### config.mk
export PLATFORM = sky130hd
export DESIGN_NAME = dmi_initiator_flat
export DESIGN_NICKNAME = d
export VERILOG_FILES = /design/src/rtl/dmi_initiator_if.sv /design/src/rtl/dmi_initiator.sv /design/src/flat_wrapper.sv
export SDC_FILE = /design/constraint.sdc
export NUM_CORES = 1
export LEC_CHECK = 0
export CAP_MARGIN = 25
export CORE_ASPECT_RATIO = 2
export CORE_MARGIN = 5
export CORE_UTILIZATION = 25
export CTS_CLUSTER_SIZE = 30
export DETAILED_ROUTE_END_ITERATION = 10
export MAX_ROUTING_LAYER = met4
export PLACE_DENSITY = 0.52
export SLEW_MARGIN = 25
export SYNTH_ARGS = -nofsm -noshare
export SYNTH_HDL_FRONTEND = slang
export SYNTH_SLANG_ARGS = --single-unit
### constraint.sdc
create_clock -name clk -period 2.2 [get_ports clk]
set_input_delay 0.22 -clock clk [delete_from_list [all_inputs] [get_ports clk]]
set_output_delay 0.22 -clock clk [all_outputs]
set_load 0.02 [all_outputs]
### src/rtl/dmi_initiator_if.sv
// dmi_initiator_if: toggle-handshake DMI bus between the DTM initiator and the debug module
interface dmi_initiator_if;
  logic         dmi_start;
  logic [1:0]   dmi_op;
  logic [33:2]  dmi_data_o;
  logic [40:34] dmi_address;
  logic         dmi_finish;
  logic [33:2]  dmi_data_i;
  modport master (
    output dmi_start, dmi_op, dmi_data_o, dmi_address,
    input  dmi_finish, dmi_data_i
  );
  modport slave (
    input  dmi_start, dmi_op, dmi_data_o, dmi_address,
    output dmi_finish, dmi_data_i
  );
endinterface

### src/rtl/dmi_initiator.sv
// dmi_initiator: DTM-side toggle-handshake DMI initiator with dtmcs sticky status; optional WAIT timeout under DMI_TIMEOUT_EN
module dmi_initiator #(
  parameter int TIMEOUT_CYCLES = 1023
) (
  input  logic        clk,
  input  logic        rst_n,
  input  logic        req_valid,
  input  logic [1:0]  req_op,
  input  logic [6:0]  req_addr,
  input  logic [31:0] req_data,
  input  logic        dmireset,
  input  logic        dmihardreset,
  output logic        rsp_valid,
  output logic [1:0]  rsp_op,
  output logic [31:0] rsp_data,
  output logic        busy,
  output logic [1:0]  sticky,
  dmi_initiator_if.master dmi
);
  typedef enum logic [1:0] {S_IDLE, S_WAIT, S_RESP} state_t;
  localparam logic [1:0] ST_OK = 2'd0, ST_FAIL = 2'd2, ST_BUSY = 2'd3;
  state_t      state_q, state_d;
  logic        start_q, start_d;
  logic [1:0]  op_q, op_d;
  logic [6:0]  addr_q, addr_d;
  logic [31:0] wdata_q, wdata_d;
  logic        rsp_valid_q, rsp_valid_d;
  logic [1:0]  rsp_op_q, rsp_op_d;
  logic [31:0] rsp_data_q, rsp_data_d;
  logic [1:0]  sticky_q, sticky_d;
  logic        fin_s1_q, fin_s2_q;
  logic        equal;
`ifdef DMI_TIMEOUT_EN
  localparam int CW = $clog2(TIMEOUT_CYCLES + 1);
  logic [CW-1:0] cnt_q, cnt_d;
`else
  logic unused_timeout;
  assign unused_timeout = ^TIMEOUT_CYCLES;
`endif
  // finish toggle arrives from another domain; a late toggle shows up as unequal levels
  assign equal = fin_s2_q == start_q;
  // state, DMI request registers, response and sticky status
  always_ff @(posedge clk or negedge rst_n) begin
    if (!rst_n) begin
      state_q     <= S_IDLE;
      start_q     <= 1'b0;
      op_q        <= 2'd0;
      addr_q      <= 7'd0;
      wdata_q     <= 32'd0;
      rsp_valid_q <= 1'b0;
      rsp_op_q    <= 2'd0;
      rsp_data_q  <= 32'd0;
      sticky_q    <= 2'd0;
      fin_s1_q    <= 1'b0;
      fin_s2_q    <= 1'b0;
`ifdef DMI_TIMEOUT_EN
      cnt_q       <= '0;
`endif
    end else begin
      state_q     <= state_d;
      start_q     <= start_d;
      op_q        <= op_d;
      addr_q      <= addr_d;
      wdata_q     <= wdata_d;
      rsp_valid_q <= rsp_valid_d;
      rsp_op_q    <= rsp_op_d;
      rsp_data_q  <= rsp_data_d;
      sticky_q    <= sticky_d;
      fin_s1_q    <= dmi.dmi_finish;
      fin_s2_q    <= fin_s1_q;
`ifdef DMI_TIMEOUT_EN
      cnt_q       <= cnt_d;
`endif
    end
  end
  // next state: issue/reject in IDLE, completion (or timeout) in WAIT, one-cycle response in RESP
  always_comb begin
    state_d     = state_q;
    start_d     = start_q;
    op_d        = op_q;
    addr_d      = addr_q;
    wdata_d     = wdata_q;
    rsp_valid_d = 1'b0;
    rsp_op_d    = rsp_op_q;
    rsp_data_d  = rsp_data_q;
    sticky_d    = sticky_q;
`ifdef DMI_TIMEOUT_EN
    cnt_d       = cnt_q;
`endif
    unique case (state_q)
      S_IDLE: begin
        if (req_valid) begin
          if (sticky_q != ST_OK) begin
            state_d     = S_RESP;
            rsp_valid_d = 1'b1;
            rsp_op_d    = sticky_q;
          end else if (req_op == 2'd0 || req_op == 2'd3) begin
            state_d     = S_RESP;
            rsp_valid_d = 1'b1;
            rsp_op_d    = ST_OK;
          end else if (!equal) begin
            state_d     = S_RESP;
            rsp_valid_d = 1'b1;
            rsp_op_d    = ST_BUSY;
            sticky_d    = ST_BUSY;
          end else begin
            state_d = S_WAIT;
            start_d = ~start_q;
            op_d    = req_op;
            addr_d  = req_addr;
            wdata_d = req_data;
`ifdef DMI_TIMEOUT_EN
            cnt_d   = '0;
`endif
          end
        end
      end
      S_WAIT: begin
        if (req_valid && sticky_q == ST_OK) sticky_d = ST_BUSY;
        if (equal) begin
          state_d     = S_RESP;
          rsp_valid_d = 1'b1;
          rsp_op_d    = ST_OK;
          rsp_data_d  = dmi.dmi_data_i;
        end
`ifdef DMI_TIMEOUT_EN
        else if (cnt_q == CW'(TIMEOUT_CYCLES - 1)) begin
          state_d     = S_RESP;
          rsp_valid_d = 1'b1;
          rsp_op_d    = ST_FAIL;
          sticky_d    = ST_FAIL;
        end else cnt_d = cnt_q + CW'(1);
`endif
      end
      S_RESP: begin
        state_d = S_IDLE;
        if (req_valid && sticky_q == ST_OK) sticky_d = ST_BUSY;
      end
      default: state_d = S_IDLE;
    endcase
    if (dmihardreset) begin
      state_d     = S_IDLE;
      start_d     = start_q;
      op_d        = op_q;
      addr_d      = addr_q;
      wdata_d     = wdata_q;
      rsp_valid_d = 1'b0;
      rsp_op_d    = rsp_op_q;
      rsp_data_d  = rsp_data_q;
      sticky_d    = ST_OK;
    end
    if (dmireset) sticky_d = ST_OK;
  end
  assign rsp_valid       = rsp_valid_q;
  assign rsp_op          = rsp_op_q;
  assign rsp_data        = rsp_data_q;
  assign sticky          = sticky_q;
  assign busy            = (state_q != S_IDLE) || !equal;
  assign dmi.dmi_start   = start_q;
  assign dmi.dmi_op      = op_q;
  assign dmi.dmi_address = addr_q;
  assign dmi.dmi_data_o  = wdata_q;
endmodule

### src/flat_wrapper.sv
// flat-port wrapper written by rule: the top's interface ports become plain ports
module dmi_initiator_flat 
#(
  parameter int TIMEOUT_CYCLES = 1023
)
  (clk, rst_n, req_valid, req_op, req_addr, req_data, dmireset, dmihardreset, rsp_valid, rsp_op, rsp_data, busy, sticky, dmi_dmi_start, dmi_dmi_op, dmi_dmi_data_o, dmi_dmi_address, dmi_dmi_finish, dmi_dmi_data_i);
  dmi_initiator_if dmi_i ();
  input  logic clk;
  input  logic rst_n;
  input  logic req_valid;
  input  logic [1:0] req_op;
  input  logic [6:0] req_addr;
  input  logic [31:0] req_data;
  input  logic dmireset;
  input  logic dmihardreset;
  output logic rsp_valid;
  output logic [1:0] rsp_op;
  output logic [31:0] rsp_data;
  output logic busy;
  output logic [1:0] sticky;
  output wire logic [$bits(dmi_i.dmi_start)-1:0] dmi_dmi_start;
  output wire logic [$bits(dmi_i.dmi_op)-1:0] dmi_dmi_op;
  output wire logic [$bits(dmi_i.dmi_data_o)-1:0] dmi_dmi_data_o;
  output wire logic [$bits(dmi_i.dmi_address)-1:0] dmi_dmi_address;
  input wire logic [$bits(dmi_i.dmi_finish)-1:0] dmi_dmi_finish;
  input wire logic [$bits(dmi_i.dmi_data_i)-1:0] dmi_dmi_data_i;
  assign dmi_dmi_start = dmi_i.dmi_start;
  assign dmi_dmi_op = dmi_i.dmi_op;
  assign dmi_dmi_data_o = dmi_i.dmi_data_o;
  assign dmi_dmi_address = dmi_i.dmi_address;
  assign dmi_i.dmi_finish = dmi_dmi_finish;
  assign dmi_i.dmi_data_i = dmi_dmi_data_i;
  dmi_initiator #(.TIMEOUT_CYCLES(TIMEOUT_CYCLES)) u_core (.clk(clk), .rst_n(rst_n), .req_valid(req_valid), .req_op(req_op), .req_addr(req_addr), .req_data(req_data), .dmireset(dmireset), .dmihardreset(dmihardreset), .rsp_valid(rsp_valid), .rsp_op(rsp_op), .rsp_data(rsp_data), .busy(busy), .sticky(sticky), .dmi(dmi_i));
endmodule
=== Yosys cells after proc, flatten, opt, wreduce, memory -nomap -nowiden ===
Cells that the tools add are included.

* Flip-flop bits (word level): 83
* Input bits: 79
* Output and inout port bits: 80

* Equality and inequality tests: 14
* Multiplexer cells: 27
* Bitwise logic cells: 4
* Reduce and logical (&&, ||, !) cells: 17

{| class="wikitable"
|+ Operators by type and width
! cell !! number
|-
| $mux 2 || 17
|-
| $ne 4x4->1 const B || 5
|-
| $pmux 2 s2 || 3
|-
| $reduce_and 6->1 || 2
|-
| $logic_not 2->1 || 3
|-
| $mux 1 || 6
|-
| $reduce_bool 2->1 || 3
|-
| $reduce_and 5->1 || 1
|-
| $eq 2x2->1 const B || 2
|-
| $ne 4x1->1 const B || 1
|-
| $not 1->1 || 4
|-
| $reduce_bool 4->1 || 1
|-
| $ne 3x2->1 const B || 1
|-
| $ne 3x3->1 const B || 1
|-
| $reduce_and 3->1 || 1
|-
| $eq 2x1->1 const B || 1
|-
| $logic_or 1x1->1 || 2
|-
| $ne 2x1->1 const B || 1
|-
| $ne 2x2->1 const B || 1
|-
| $pmux 1 s2 || 1
|-
| $reduce_and 2->1 || 1
|-
| $reduce_or 2->1 || 1
|-
| $eq 1x1->1 || 1
|-
| $logic_and 1x1->1 || 1
|-
| $logic_not 1->1 || 1
|}

=== Longest topological paths before layout ===
* Depth in word-level cells: 8
* Depth in mapped cells: 7
* Gate-level depth less buffers: 6

=== Least setup slack after synthesis ===
No wires, ideal clock.

* Kind: flip-flop to flip-flop
* Start point: register u_core.start_q (netlist: u_core.dmi.dmi_start)
* End point: register u_core.wdata_q[21] (netlist: u_core.dmi.dmi_data_o[23])
* Setup time: 0.125 ns
* Arrival time: 1.759 ns
* Required time: 2.075 ns
* Setup slack: 0.317 ns
* Cell stages (with the launch flop): 6
* Buffers on the path: 1
* Path through: dfrtp_1 > xnor2_1 > nand3b_2 > nor3_4 > buf_6 > mux2_2

* Longest elaborated chain between the ends: 2

{| class="wikitable"
|+ Ends and longest elaborated chain
! element !! RTL line !! source
|-
| start, declared || dmi_initiator.sv:23 || <nowiki>logic start_q, start_d;</nowiki>
|-
| start signal, assigned || dmi_initiator.sv:61 || <nowiki>start_q <= start_d;</nowiki>
|-
| $eq 1x1->1 || dmi_initiator.sv:41 || <nowiki>assign equal = fin_s2_q == start_q;</nowiki>
|-
| $reduce_and 6->1 (no line) || -- ||
|-
| end signal, assigned || dmi_initiator.sv:64 || <nowiki>wdata_q <= wdata_d;</nowiki>
|-
| end, declared || dmi_initiator.sv:26 || <nowiki>logic [31:0] wdata_q, wdata_d;</nowiki>
|}

No other way between the ends.
A chain may end at the register's enable or synchronous reset.

=== Worst setup path after layout ===
* Start point: register u_core.state_q[0]
* End point: output port busy

* Longest elaborated chain between the ends: 2

{| class="wikitable"
|+ Ends and longest elaborated chain
! element !! RTL line !! source
|-
| start, declared || dmi_initiator.sv:22 || <nowiki>state_t state_q, state_d;</nowiki>
|-
| start signal, assigned || dmi_initiator.sv:60 || <nowiki>state_q <= state_d;</nowiki>
|-
| $reduce_bool 2->1 || dmi_initiator.sv:158 || <nowiki>assign busy = (state_q != S_IDLE) || !equal;</nowiki>
|-
| $logic_or 1x1->1 || dmi_initiator.sv:158 ||
|-
| end, declared || flat_wrapper.sv:19 || <nowiki>output logic busy;</nowiki>
|}

No other way between the ends.

==> results_dict.tcl <==
set metrics [dict create \
    leakagePower_nw 2.176 \
    drv_slew 0 \
    hp-start "dmi_dmi_finish" \
    cts_tree "done" \
    finalSetupViolCount 0 \
    yosys-top-cells-count "dfrtp_1 (81), mux2_2 (72), nor2_1 (5)" \
    cp_data_arrival_time_ns 1.74 \
    core-area_um2 12480 \
    grt_pass1_wl_um 13940 \
    ys_warn_count 0 \
    netlist_area_um2 3154 \
    start_util 0.2527 \
    root_buffer "clkbuf_16" \
    yosys.area.top_type "dfrtp_1" \
    layout-drive-gt1-share 0.2596 \
    cp.required_ns 1.98 \
    setup_tns_ns 0 \
    grt_pass1_vias 2566 \
    syn_inst 197 \
    synth_edf_count 0 \
    drt_iter0_markers 34 \
    finClkSkew_ns 0.006846 \
    die_x_um 89.43 \
    crit_path_start "u_core.state_q[0]" \
    cts_resized 0 \
    clk_latency_ns 0.33 \
    slew-limit-headroom 0.6053 \
    final-hold-violation-count 0 \
    synth_cell_types 27 \
    p_switching_mw 2.552 \
    final_cells 516 \
    crit_family "buffers and inverters" \
    rr_startpoint "u_core.dmi.dmi_start" \
    dp_hpwl_um 7119 \
    cts_max_level 3 \
    ir_worst_vdd_mv 0.5967 \
    cp_slowest_cell "clkdlybuf4s50_1" \
    synthTopCellsByArea "dfrtp_1 (64%), mux2_2 (26%), buf_6 (1.4%)" \
    finalWorstPathRequiredPeriod_ns 1.961 \
    rows 58 \
    via_count 2246 \
    syn_area_per_cell_um2 16.01 \
    n_fill_cell 1192 \
    die_area_um2 15100 \
    nets 443 \
    io-pin-count 159 \
    place.port_buffers 158 \
    crit_type "reg -> out" \
    clkTransAtPathRegs_ns 0.06 \
    synth_most_common_cell "dfrtp_1" \
    cp-end-kind "output port" \
    grt_max_degree 43 \
    grtUsageTotal 0.1303 \
    critPathLaunchType "flop" \
    synth-seq-cells 81 \
    crit_chain "inv_1 > ha_1 > nand2_1 > clkdlybuf4s50_1" \
    grt_overflow 0 \
    cts_setup_buffers 0 \
    min_period_over_period 0.8914 \
    worstMarginPinSlew_ns 0.5921 \
    comb_power_share 0.470 \
    syn_nets 278 \
    clock_path_buffers 2 \
    timing.fmax_ghz 0.5099 \
    viasPerCell 4.353 \
    seqPwrFrac 0.338 \
    multi_input_area_um2 1041 \
    min_path_type "in -> reg" \
    synth_top_area_share 0.6426 \
    antenna_left 0 \
    routed_wl_um 9141 \
    dp_cells 500 \
    p_int_mw 4.943 \
    cp_slowest_stage_delay_ns 0.60 \
    routabilityCongestion 0.7929 \
    maxCapViolations 0 \
    p_per_area_nw_per_um2 1435 \
    crit_path_max_fanout 8 \
    cts_sinks 81 \
    wl_per_cell_um 17.72 \
    numCtsBuffers 9 \
    ys_seq_area_frac 0.6426 \
    rsz0062_at_grt "false" \
    antenna_found_initial 0 \
    p_sw_frac 0.3405 \
    drc 0 \
    seq_area_um2 2027 \
    path_buf_inv 2 \
    die_h_um 168.9 \
    clockPowerShare 0.192 \
    antenna_cells 0 \
    drtPass1Iterations 4 \
    postCtsHoldBufs 1 \
    areaGrowthSynthToFinish_pct 65.65 \
    synthArstFlopShare 1.000 \
    outcome "finished clean" \
    synthFlopType "dfrtp_1" \
]
==> worst register-to-register path, cell delays in order (launching register included) <==
cell,delay (ns)
dfrtp_1,0.43
xnor2_1,0.33
nand3b_2,0.18
nor3_4,0.29
buf_12,0.22
mux2_2,0.36
==> logic make-up (layout without fill, tap and decap cells) <==
logic type               after synthesis  in the layout  synth area share
flip-flops                            81             81            0.6426
multiplexers                          74             74            0.2638
AND/OR/NAND/NOR                       14             14           0.02578
buffers and inverters                 14            183           0.02974
AO/OA/AOI/OAI                          8              8           0.01904
XOR/XNOR                               4              4           0.01111
adder cells (fa/ha/maj)                2              2          0.007932
==> routing by layer <==
metal	GRT usage	vias up	part of all wire
met4	0.05833	0	0.026
met1	0.1191	1143	0.30
met2	0.2464	77	0.62
met3	0.02582	10	0.050
met5	-	-	0
li1	-	1016	-
==> final timing paths <==
path | endpoint | slack (ns) | cells after the start
max | busy | 0.24 | 4
min | u_core.fin_s1_q | 0.34 | 1
max reg2reg | u_core.dmi.dmi_data_o[2] | 0.27 | 5
min reg2reg | u_core.fin_s2_q | 0.35 | 0
max in group asynchronous | u_core.dmi.dmi_data_o[9] | 1.11 | 3
min in group asynchronous | u_core.dmi.dmi_data_o[30] | 0.42 | 2
==> flip-flops by register name, summed over array words and instances (netlist names) <==
name	flops
u_core.dmi.dmi_address	7
u_core.dmi.dmi_data_o	32
u_core.dmi.dmi_op	2
u_core.dmi.dmi_start	1
u_core.fin_s1_q	1
u_core.fin_s2_q	1
u_core.rsp_data	32
u_core.rsp_op	1
u_core.rsp_valid	1
u_core.state_q	2
u_core.sticky	1
==> power by group through the flow <==
stage	Sequential, mW	Clock, mW	Combinational (mW)
floorplan	3.41	0	0.829
global placement	2.54	0	3.56
detailed placement	2.57	0	3.59
CTS	2.55	1.51	3.60
global route	2.64	1.57	3.73
finish	2.53	1.44	3.52
==> layout by cell type (no fill, tap or decap), types with 2 or more instances in the layout <==
cell / count
clkdlybuf4s50_1: 157
dfrtp_1: 81
mux2_2: 72
clkbuf_16: 9
inv_1: 4
nor2_1: 4
buf_12: 4
nand2_1: 3
xor2_1: 3
clkinv_2: 3
a21oi_1: 2
ha_1: 2
clkbuf_1: 2
buf_4: 2
==> metrics by stage <==
step	area [um2]	util	hold slack, ns	power (mW)	worst slack [ns]
2_1_floorplan	3154	-	-0.07559	4.240	0.3166
3_3_place_gp	4937	0.3955	0.2496	6.104	0.08101
3_5_place_dp	4937	0.3955	0.2531	6.158	0.04618
4_1_cts	5225	0.4186	0.3218	7.653	0.2006
5_1_grt	5225	0.4186	0.3332	7.934	0.09276
6_report	5225	0.4186	0.3389	7.495	0.2389
==> area by class of cell <==
cell class              instances  area share
clock buffers                  11     0.04454
clock inverters                 4    0.008621
inverters                       4    0.002874
multi-input cells             102      0.1992
flip-flops and latches         81      0.3879
well taps                     150     0.03592
repair buffers                164      0.3209
Power figures use the tool's default switching activity.
